## config.mk

```make
export PLATFORM = sky130hd
export DESIGN_NAME = lsu_mem_master
export DESIGN_NICKNAME = d
export VERILOG_FILES = /design/src/rtl/lsu_mem_master.sv
export SDC_FILE = /design/constraint.sdc
export NUM_CORES = 1
export LEC_CHECK = 0
export CAP_MARGIN = 20
export CELL_PAD_IN_SITES_DETAIL_PLACEMENT = 1
export CELL_PAD_IN_SITES_GLOBAL_PLACEMENT = 1
export CORE_MARGIN = 3
export CORE_UTILIZATION = 37
export DETAILED_ROUTE_END_ITERATION = 7
export PLACE_DENSITY = 0.91
export SYNTH_ARGS = -nofsm -noshare
export SYNTH_HDL_FRONTEND = slang
export SYNTH_SLANG_ARGS = --single-unit
```

## constraint.sdc

```tcl
create_clock -name clk -period 5.2 [get_ports clk]
set_input_delay 0.52 -clock clk [delete_from_list [all_inputs] [get_ports clk]]
set_output_delay 0.52 -clock clk [all_outputs]
set_load 0.01 [all_outputs]
```

## src/rtl/lsu_mem_master.sv

```systemverilog
// RV32I load/store initiator to a word-addressed data memory; sub-word stores are read-modify-write.
// Define LSU_MISALIGN_TRAP_EN to make misaligned halfword/word requests return an error instead of being force-aligned.
module lsu_mem_master #(
  parameter int unsigned MEM_WORDS = 64,
  parameter int unsigned IDX_W     = 30
) (
  input  logic             clk,
  input  logic             rst,
  input  logic             req_valid,
  output logic             req_ready,
  input  logic             req_we,
  input  logic [2:0]       req_funct3,
  input  logic [31:0]      req_addr,
  input  logic [31:0]      req_wdata,
  output logic             rsp_valid,
  output logic [31:0]      rsp_rdata,
  output logic             rsp_err,
  output logic             mem_read,
  output logic             mem_write,
  output logic [IDX_W-1:0] mem_addr,
  output logic [31:0]      mem_wdata,
  input  logic [31:0]      mem_rdata
);

  typedef enum logic [1:0] {IDLE, ACCESS, WRITE, RESP} state_t;

  state_t      state, state_nxt;
  logic        we_q;
  logic [2:0]  f3_q;
  logic [31:0] addr_q;
  logic [31:0] wdata_q;
  logic        err_q;
  logic [31:0] rdata_q;
  logic [31:0] merged_q;
  logic        rsp_valid_q;

  logic        req_illegal;
  logic [7:0]  lane_b;
  logic [15:0] lane_h;
  logic [31:0] load_data;
  logic [31:0] merge_word;

  always_comb begin
    req_illegal = 1'b0;
    case (req_funct3)
      3'b000, 3'b001, 3'b010, 3'b100, 3'b101: req_illegal = 1'b0;
      default:                                req_illegal = 1'b1;
    endcase
    if (req_we && req_funct3[2])
      req_illegal = 1'b1;
    if ({2'b00, req_addr[31:2]} >= 32'(MEM_WORDS))
      req_illegal = 1'b1;
`ifdef LSU_MISALIGN_TRAP_EN
    if (req_funct3[1:0] == 2'b01 && req_addr[0])
      req_illegal = 1'b1;
    if (req_funct3[1:0] == 2'b10 && req_addr[1:0] != 2'b00)
      req_illegal = 1'b1;
`endif
  end

  // Without the trap, halfwords look only at addr[1] and words ignore addr[1:0],
  // so the lane selects below already implement forced alignment.
  always_comb begin
    lane_b = mem_rdata[7:0];
    case (addr_q[1:0])
      2'd0: lane_b = mem_rdata[7:0];
      2'd1: lane_b = mem_rdata[15:8];
      2'd2: lane_b = mem_rdata[23:16];
      2'd3: lane_b = mem_rdata[31:24];
      default: lane_b = mem_rdata[7:0];
    endcase
    lane_h = addr_q[1] ? mem_rdata[31:16] : mem_rdata[15:0];

    case (f3_q)
      3'b000:  load_data = {{24{lane_b[7]}}, lane_b};
      3'b100:  load_data = {24'h000000, lane_b};
      3'b001:  load_data = {{16{lane_h[15]}}, lane_h};
      3'b101:  load_data = {16'h0000, lane_h};
      default: load_data = mem_rdata;
    endcase

    merge_word = mem_rdata;
    if (f3_q[0]) begin
      if (addr_q[1]) merge_word[31:16] = wdata_q[15:0];
      else           merge_word[15:0]  = wdata_q[15:0];
    end else begin
      case (addr_q[1:0])
        2'd0: merge_word[7:0]   = wdata_q[7:0];
        2'd1: merge_word[15:8]  = wdata_q[7:0];
        2'd2: merge_word[23:16] = wdata_q[7:0];
        2'd3: merge_word[31:24] = wdata_q[7:0];
        default: merge_word[7:0] = wdata_q[7:0];
      endcase
    end
  end

  always_comb begin
    state_nxt = state;
    req_ready = 1'b0;
    mem_read  = 1'b0;
    mem_write = 1'b0;
    mem_addr  = '0;
    mem_wdata = '0;
    case (state)
      IDLE: begin
        req_ready = 1'b1;
        if (req_valid)
          state_nxt = req_illegal ? RESP : ACCESS;
      end
      ACCESS: begin
        mem_addr = addr_q[IDX_W+1:2];
        if (we_q && f3_q[1:0] == 2'b10) begin
          mem_write = 1'b1;
          mem_wdata = wdata_q;
          state_nxt = RESP;
        end else if (we_q) begin
          mem_read  = 1'b1;
          state_nxt = WRITE;
        end else begin
          mem_read  = 1'b1;
          state_nxt = RESP;
        end
      end
      WRITE: begin
        mem_addr  = addr_q[IDX_W+1:2];
        mem_write = 1'b1;
        mem_wdata = merged_q;
        state_nxt = RESP;
      end
      RESP:    state_nxt = IDLE;
      default: state_nxt = IDLE;
    endcase
  end

  always_ff @(posedge clk or posedge rst) begin
    if (rst) begin
      state       <= IDLE;
      we_q        <= 1'b0;
      f3_q        <= '0;
      addr_q      <= '0;
      wdata_q     <= '0;
      err_q       <= 1'b0;
      rdata_q     <= '0;
      merged_q    <= '0;
      rsp_valid_q <= 1'b0;
    end else begin
      state       <= state_nxt;
      rsp_valid_q <= (state_nxt == RESP);
      case (state)
        IDLE: if (req_valid) begin
          we_q    <= req_we;
          f3_q    <= req_funct3;
          addr_q  <= req_addr;
          wdata_q <= req_wdata;
          err_q   <= req_illegal;
          rdata_q <= '0;
        end
        ACCESS: begin
          if (!we_q) rdata_q <= load_data;
          merged_q <= merge_word;
        end
        default: ;
      endcase
    end
  end

  assign rsp_valid = rsp_valid_q;
  assign rsp_err   = rsp_valid_q & err_q;
  assign rsp_rdata = rdata_q;

endmodule

```

==> run_results.csv, run 1 <==
group,metric,value,unit
finish,drive_gt1_share,15.0,%
logic_synthesis,synthesis.nets,728,
floorplanning,io_pins,202,
finish,antenna_cells,0,
placement,gp_congestion,0.879,
logic_synthesis,synth_edf_count,0,
logic_synthesis,avgSynthCellArea,10.9,µm²
power,max-vdd-ir-drop,0.363,mV
drt,drt-wirelength-per-cell,22.6,µm
sta,maxSlewHeadroom,35.3,%
power,power_frac_comb,49.9,%
cts,clk_latency,0.42,ns
power,pwr-share-seq,31.4,%
logic_synthesis,synth-async-reset-ratio,100,%
setup_path,end_kind,"output port",
finish,final_net_count,912,
drt,drc_errors,0,
placement,portBuffers,201,
cts,cts.path.max_buffers,2,
power,power,6.54,mW
grt,grt_pass1_vias,6405,
drt,via_per_inst,5.56,
power,sw_frac_of_total,38.8,%
grt,antenna_found_initial,1,
drt,drt-total-wl,23.6,mm
power,power.leakage,3.92,nW
floorplanning,row_count,48,
drt,ant_nets,0,
power,power.density,682,nW/µm²
setup_path,r2r_slack,2.03,ns
sta,slew_violations,0,
floorplanning,die_y,142,µm
logic_synthesis,syn_inst,621,
floorplanning,die_w,142,µm
logic_synthesis,synth-seq-cells,136,
drt,drt_pre_antenna_iters,5,
drt,drt_iter0_markers,374,
power,p_switching,2.54,mW
sta,worst_slack,1.40,ns
sta,fin_tns_setup,0,ns
logic_synthesis,yosys_warnings,0,
cts,cts_resized,0,
cts,htreeDepth,4,
finish,design_area,9590,µm²
power,clkPwrFrac,18.7,%
grt,grt_pass1_wl,36.9,mm
status,status,"completed",
sta,rsz0062_at_grt,"false",
floorplanning,dieArea,20000,µm²
floorplanning,core,17700,µm²
setup_path,critPathKind,"reg2out",
sta,fmax,0.263,GHz
worst_hold_path,min_path_type,"reg2reg",
setup_path,crit_arrival,3.28,ns
cts,cts_setup_buffers,0,
grt,grt_max_degree,104,
logic_synthesis,ys.flop_type,"dfrtp_1",
flow_run,cap_violations,0,
grt,grt-ovfl-total,0,
sta,finalSetupViolCount,0,
logic_synthesis,ys_seq_area_share,50.1,%
placement,dpl_worst_slack,1.89,ns
floorplanning,initial_core_util,38.5,%
cts,ctsHoldBuffers,0,
logic_synthesis,synth_area,6800,µm²
sta,fin_skew,0.0117,ns
cts,cts_tree,"built",
sta,period_needed,3.80,ns
grt,track_usage,23.8,%
placement,place_hpwl,17.1,mm
placement,postPlaceCellArea,8960,µm²
setup_path,cp.required,4.68,ns
cts,numCtsBuffers,17,
drt,vias,5799,
setup_path,start_kind,"flip-flop",
sta,hold_viol,0,
logic_synthesis,ys_types,47,
cts,clkTransAtPathRegs,0.06,ns
power,p_int,4.00,mW
cts,clock-sinks,136,
finish,synthToLayoutAreaGrowth,41.1,%
sta,tightest_slew,0.971,ns
setup_path,critPathMaxFanout,22,
cts,clockRootBuffer,"clkbuf_16",
sta,period_share,73.0,%
[stage by stage]
stage                     hold slack, ns  cells  utilization, %
final                              0.487   1043            54.3
after global routing               0.519   1043            54.3
after CTS                          0.492   1041            54.1
after detailed placement           0.478   1009            50.7
after global placement             0.459   1009            50.7
after floorplan                    0.442    621               -
[final cells by class]
| class | count | area (µm²) |
|---|---|---|
| inverter | 32 | 125 |
| clock inverter | 11 | 123 |
| timing repair buffer | 210 | 2100 |
| clock buffer | 21 | 470 |
| multi-input combinational | 408 | 3080 |
| tap | 225 | 282 |
| fill | 1896 | 8070 |
| sequential | 136 | 3400 |
[worst paths after layout]
path | from | endpoint | cells after the start
worst min register to register | rsp_rdata[2] | rsp_rdata[2] | 2
max in group asynchronous | rst | merged_q[7] | 3
worst max-delay path | f3_q[1] | mem_wdata[23] | 6
min in group asynchronous | rst | addr_q[27] | 2
worst max register to register | state[1] | rsp_rdata[25] | 7
worst min-delay path | rsp_rdata[2] | rsp_rdata[2] | 2
[Yosys cell counts, drive strengths merged, types with 2 or more instances]
cell    number  area share, %
a21boi       2           0.22
a21oi       32            2.5
a221o       16            2.4
a22oi       32            3.5
a32o         6           0.88
and2        31            2.9
buf         19            1.5
clkbuf      26            1.4
dfrtp      136             50
ha           4           0.74
inv         32            1.8
mux2        71             12
mux2i       26            3.9
nand2       24            1.3
nand2b       9           0.83
nand4        2           0.18
nor2        29            1.9
nor2b       33            3.0
nor3         2           0.22
nor3b        8           0.88
nor4         6           0.55
o21ai       41            3.0
o221ai      16            2.1
or3          5           0.46
[cells by family after synthesis]
| logic type | Yosys count | share of synthesized area (%) |
|---|---|---|
| multiplexers | 98 | 16.1 |
| flip-flops | 136 | 50.1 |
| adder cells (fa/ha/maj) | 4 | 0.737 |
| buffers and inverters | 77 | 4.68 |
| AND/OR/NAND/NOR | 152 | 12.8 |
| AO/OA/AOI/OAI | 154 | 15.6 |
[layer usage]
metal  GRT usage (%)  part of all wire [%]
met1            30.5                    42
met2            38.5                    48
met3            7.72                   7.9
met4            6.92                   2.2
met5               0                 0.051
[critical path, cell delays in order, from the launching register on]
cell and delay (ns):
dfrtp_1 0.87, nand2b_1 0.20, nor2_2 0.55, buf_4 0.39, a22oi_1 0.12, nor2b_1 0.16
clkdlybuf4s50_1 0.56
[sequential cells by signal, indices dropped and copies added (netlist names), 2 cells and up]
signal,cells
wdata_q,32
rsp_rdata,32
merged_q,32
f3_q,3
addr_q,32
state,2
[cells in the final DEF (no fill, tap or decap), types with 3 or more instances in the layout]
cell | Yosys | routed
nand2_1 | 24 | 23
clkinvlp_4 | 0 | 4
mux2_2 | 69 | 69
buf_4 | 1 | 7
o21ai_1 | 12 | 12
mux2i_1 | 25 | 25
dfrtp_1 | 136 | 136
a32o_1 | 6 | 6
ha_1 | 4 | 3
o221ai_1 | 16 | 16
clkbuf_16 | 0 | 17
nor2b_1 | 33 | 33
inv_1 | 32 | 31
clkdlybuf4s50_1 | 0 | 201
or3_1 | 5 | 5
and2_1 | 31 | 31
clkinv_2 | 0 | 3
nand2b_1 | 9 | 9
nor2_2 | 2 | 3
nor2_1 | 26 | 25
nor4_1 | 6 | 6
clkbuf_8 | 0 | 3
o21ai_0 | 29 | 29
nor3b_1 | 8 | 8
a21oi_1 | 31 | 31
a221o_1 | 16 | 16
a22oi_1 | 32 | 32
[power by group through the flow]
stage / combinational (mW) / clock, mW / sequential (mW)
2_1_floorplan: 1.95 / 0 / 1.86
3_3_place_gp: 3.11 / 0 / 2.04
3_5_place_dp: 3.20 / 0 / 2.06
4_1_cts: 3.24 / 1.24 / 2.05
5_1_grt: 3.56 / 1.29 / 2.12
6_report: 3.27 / 1.22 / 2.05
Note: power is estimated with default switching activity, not from simulation.
==> inputs of run 2 (changes only) <==
--- a/config.mk
+++ b/config.mk
@@ -9,9 +9,9 @@
 export CELL_PAD_IN_SITES_DETAIL_PLACEMENT = 1
 export CELL_PAD_IN_SITES_GLOBAL_PLACEMENT = 1
 export CORE_MARGIN = 3
-export CORE_UTILIZATION = 37
+export CORE_UTILIZATION = 33
 export DETAILED_ROUTE_END_ITERATION = 7
-export PLACE_DENSITY = 0.91
+export PLACE_DENSITY = 0.87
 export SYNTH_ARGS = -nofsm -noshare
 export SYNTH_HDL_FRONTEND = slang
 export SYNTH_SLANG_ARGS = --single-unit
==> constraint.sdc (replaced) <==
create_clock -name clk -period 3.3 [get_ports clk]
set_input_delay 0.33 -clock clk [delete_from_list [all_inputs] [get_ports clk]]
set_output_delay 0.33 -clock clk [all_outputs]
set_load 0.01 [all_outputs]
==> run_results.csv, run 2 (synthesis results as in run 1) <==
group,metric,value,unit
finish,design_area,9770,µm²
cts,cts_resized,0,
setup_path,r2r_slack,0.82,ns
drt,via_per_inst,5.31,
placement,place_hpwl,16.5,mm
cts,cts.path.max_buffers,2,
finish,final_net_count,920,
placement,postPlaceCellArea,9110,µm²
power,max-vdd-ir-drop,0.531,mV
drt,met1_length,9.82,mm
finish,multi_input_area,3080,µm²
sta,fmax,0.348,GHz
grt,grt_max_degree,90,
cts,cts_tree,"built",
sta,fin_skew,0.0122,ns
sta,finalSetupViolCount,0,
setup_path,critPathKind,"reg2out",
cts,ctsHoldBuffers,0,
drt,vias,5785,
floorplanning,die_w,150,µm
setup_path,end_kind,"output port",
floorplanning,initial_core_util,34.2,%
drt,drt-wirelength-per-cell,20.9,µm
sta,rsz0062_at_grt,"false",
setup_path,critPathMaxFanout,20,
grt,grt-ovfl-total,0,
finish,drive_gt1_share,15.9,%
drt,maxUsedRoutingLayer,"met4",
grt,grt_pass1_wl,35.4,mm
floorplanning,dieArea,22400,µm²
sta,tightest_slew,0.768,ns
placement,gp_congestion,0.812,
setup_path,cp.required,2.97,ns
finish,synthToLayoutAreaGrowth,43.8,%
setup_path,r2r_start,"state[1]",
finish,antenna_cells,0,
drt,ant_nets,0,
power,power.leakage,4.00,nW
floorplanning,row_count,51,
cts,numCtsBuffers,17,
sta,period_needed,2.87,ns
drt,drt-total-wl,22.7,mm
grt,grt_pass1_vias,6223,
cts,htreeDepth,4,
cts,cts_setup_buffers,0,
finish,regArea,3400,µm²
sta,slew_violations,0,
finish,nFillCells,2110,
floorplanning,die_y,150,µm
grt,antenna_found_initial,0,
setup_path,r2r-end,"rsp_rdata[19]",
worst_hold_path,min_path_type,"in2async",
sta,maxSlewHeadroom,48.8,%
setup_path,crit_chain,"inv_1 > ha_2 > nand2_1 > nor2_2 > buf_4 > a22oi_1 > nor2b_1 > clkdlybuf4s50_1",
drt,drt_iter0_markers,309,
finish,layout_common_cells,"201 x clkdlybuf4s50_1, 136 x dfrtp_1, 69 x mux2_2, 33 x nor2b_1, 32 x a22oi_1",
setup_path,rr_worst_depth,9,
flow_run,cap_violations,0,
finish,utilization,49.2,%
cts,clk_latency,0.41,ns
cts,clockRootBuffer,"clkbuf_16",
drt,drt_pre_antenna_iters,4,
grt,track_usage,20.4,%
cts,clock-sinks,136,
setup_path,max_stage_delay,0.57,ns
sta,hold_viol,0,
cts,clkTransAtPathRegs,0.06,ns
finish,final_common_cell,"clkdlybuf4s50_1",
setup_path,critPathSlowestCell,"clkdlybuf4s50_1",
setup_path,start_kind,"flip-flop",
drt,drc_errors,0,
sta,fin_tns_setup,0,ns
sta,period_share,87.1,%
floorplanning,core,19800,µm²
placement,portBuffers,201,
power,power.density,1070,nW/µm²
drt,wl_met2,10.8,mm
floorplanning,io_pins,202,
status,status,"completed",
setup_path,crit_arrival,2.54,ns
drt,wl_met3,1.70,mm
==> run 2: cell types whose count changed in the layout (fill, tap and decap cells not counted), sizes merged <==
cell / change
bufinv: +2
buf: +8
clkbuf: -3
inv: +3
clkinvlp: -1
clkinv: -2
==> run 2: worst max-delay path, delay by kind of cell (launching register included) <==
| kind | cells | cell delay (ns) |
|---|---|---|
| AO/OA/AOI/OAI | 1 | 0.09 |
| buffers and inverters | 3 | 0.97 |
| adder cells (fa/ha/maj) | 1 | 0.26 |
| flip-flops | 1 | 0.38 |
| AND/OR/NAND/NOR | 3 | 0.42 |
==> run 2: final cells by class <==
class / count / area share [%]
clock buffers: 18 / 4.50
clock inverters: 13 / 1.97
inverters: 32 / 1.27
multi-input cells: 408 / 31.5
flip-flops and latches: 136 / 34.8
well taps: 265 / 3.39
repair buffers: 218 / 22.5
==> run 2: metrics by stage <==
stage	total power [mW]	worst slack, ns	std cells	hold WS (ns)
2_1_floorplan	6.02	1.28	621	0.442
3_3_place_gp	8.18	0.899	1058	0.469
3_5_place_dp	8.33	0.821	1058	0.482
4_1_cts	10.5	0.378	1089	0.385
5_1_grt	11.1	0.238	1090	0.396
6_report	10.4	0.426	1090	0.375
==> run 2: per-layer routing <==
metal	vias up	track usage [%]
met5	-	0
met4	0	5.13
met3	32	6.63
met2	215	32.8
met1	2924	26.9
li1	2614	-
==> run 2: report_power, final <==
| part | internal [mW] | leakage (nW) | switching, mW |
|---|---|---|---|
| clock | 1.29 | 0.304 | 0.764 |
| combinational | 2.70 | 2.04 | 2.51 |
| sequential | 2.48 | 1.65 | 0.679 |
| total | 6.48 | 4.00 | 3.95 |
==> run 2: how the worst max path moves through the flow <==
stage                  start             to  slack, ns  depth (start not counted)
floorplan                rst      addr_q[0]       1.28                          1
global placement    state[1]  mem_wdata[30]       0.90                          8
detailed placement  state[1]  rsp_rdata[31]       0.82                          9
CTS                 state[1]  mem_wdata[28]       0.38                          8
global route        state[1]  mem_wdata[28]       0.24                          8
finish              state[1]  mem_wdata[28]       0.43                          8
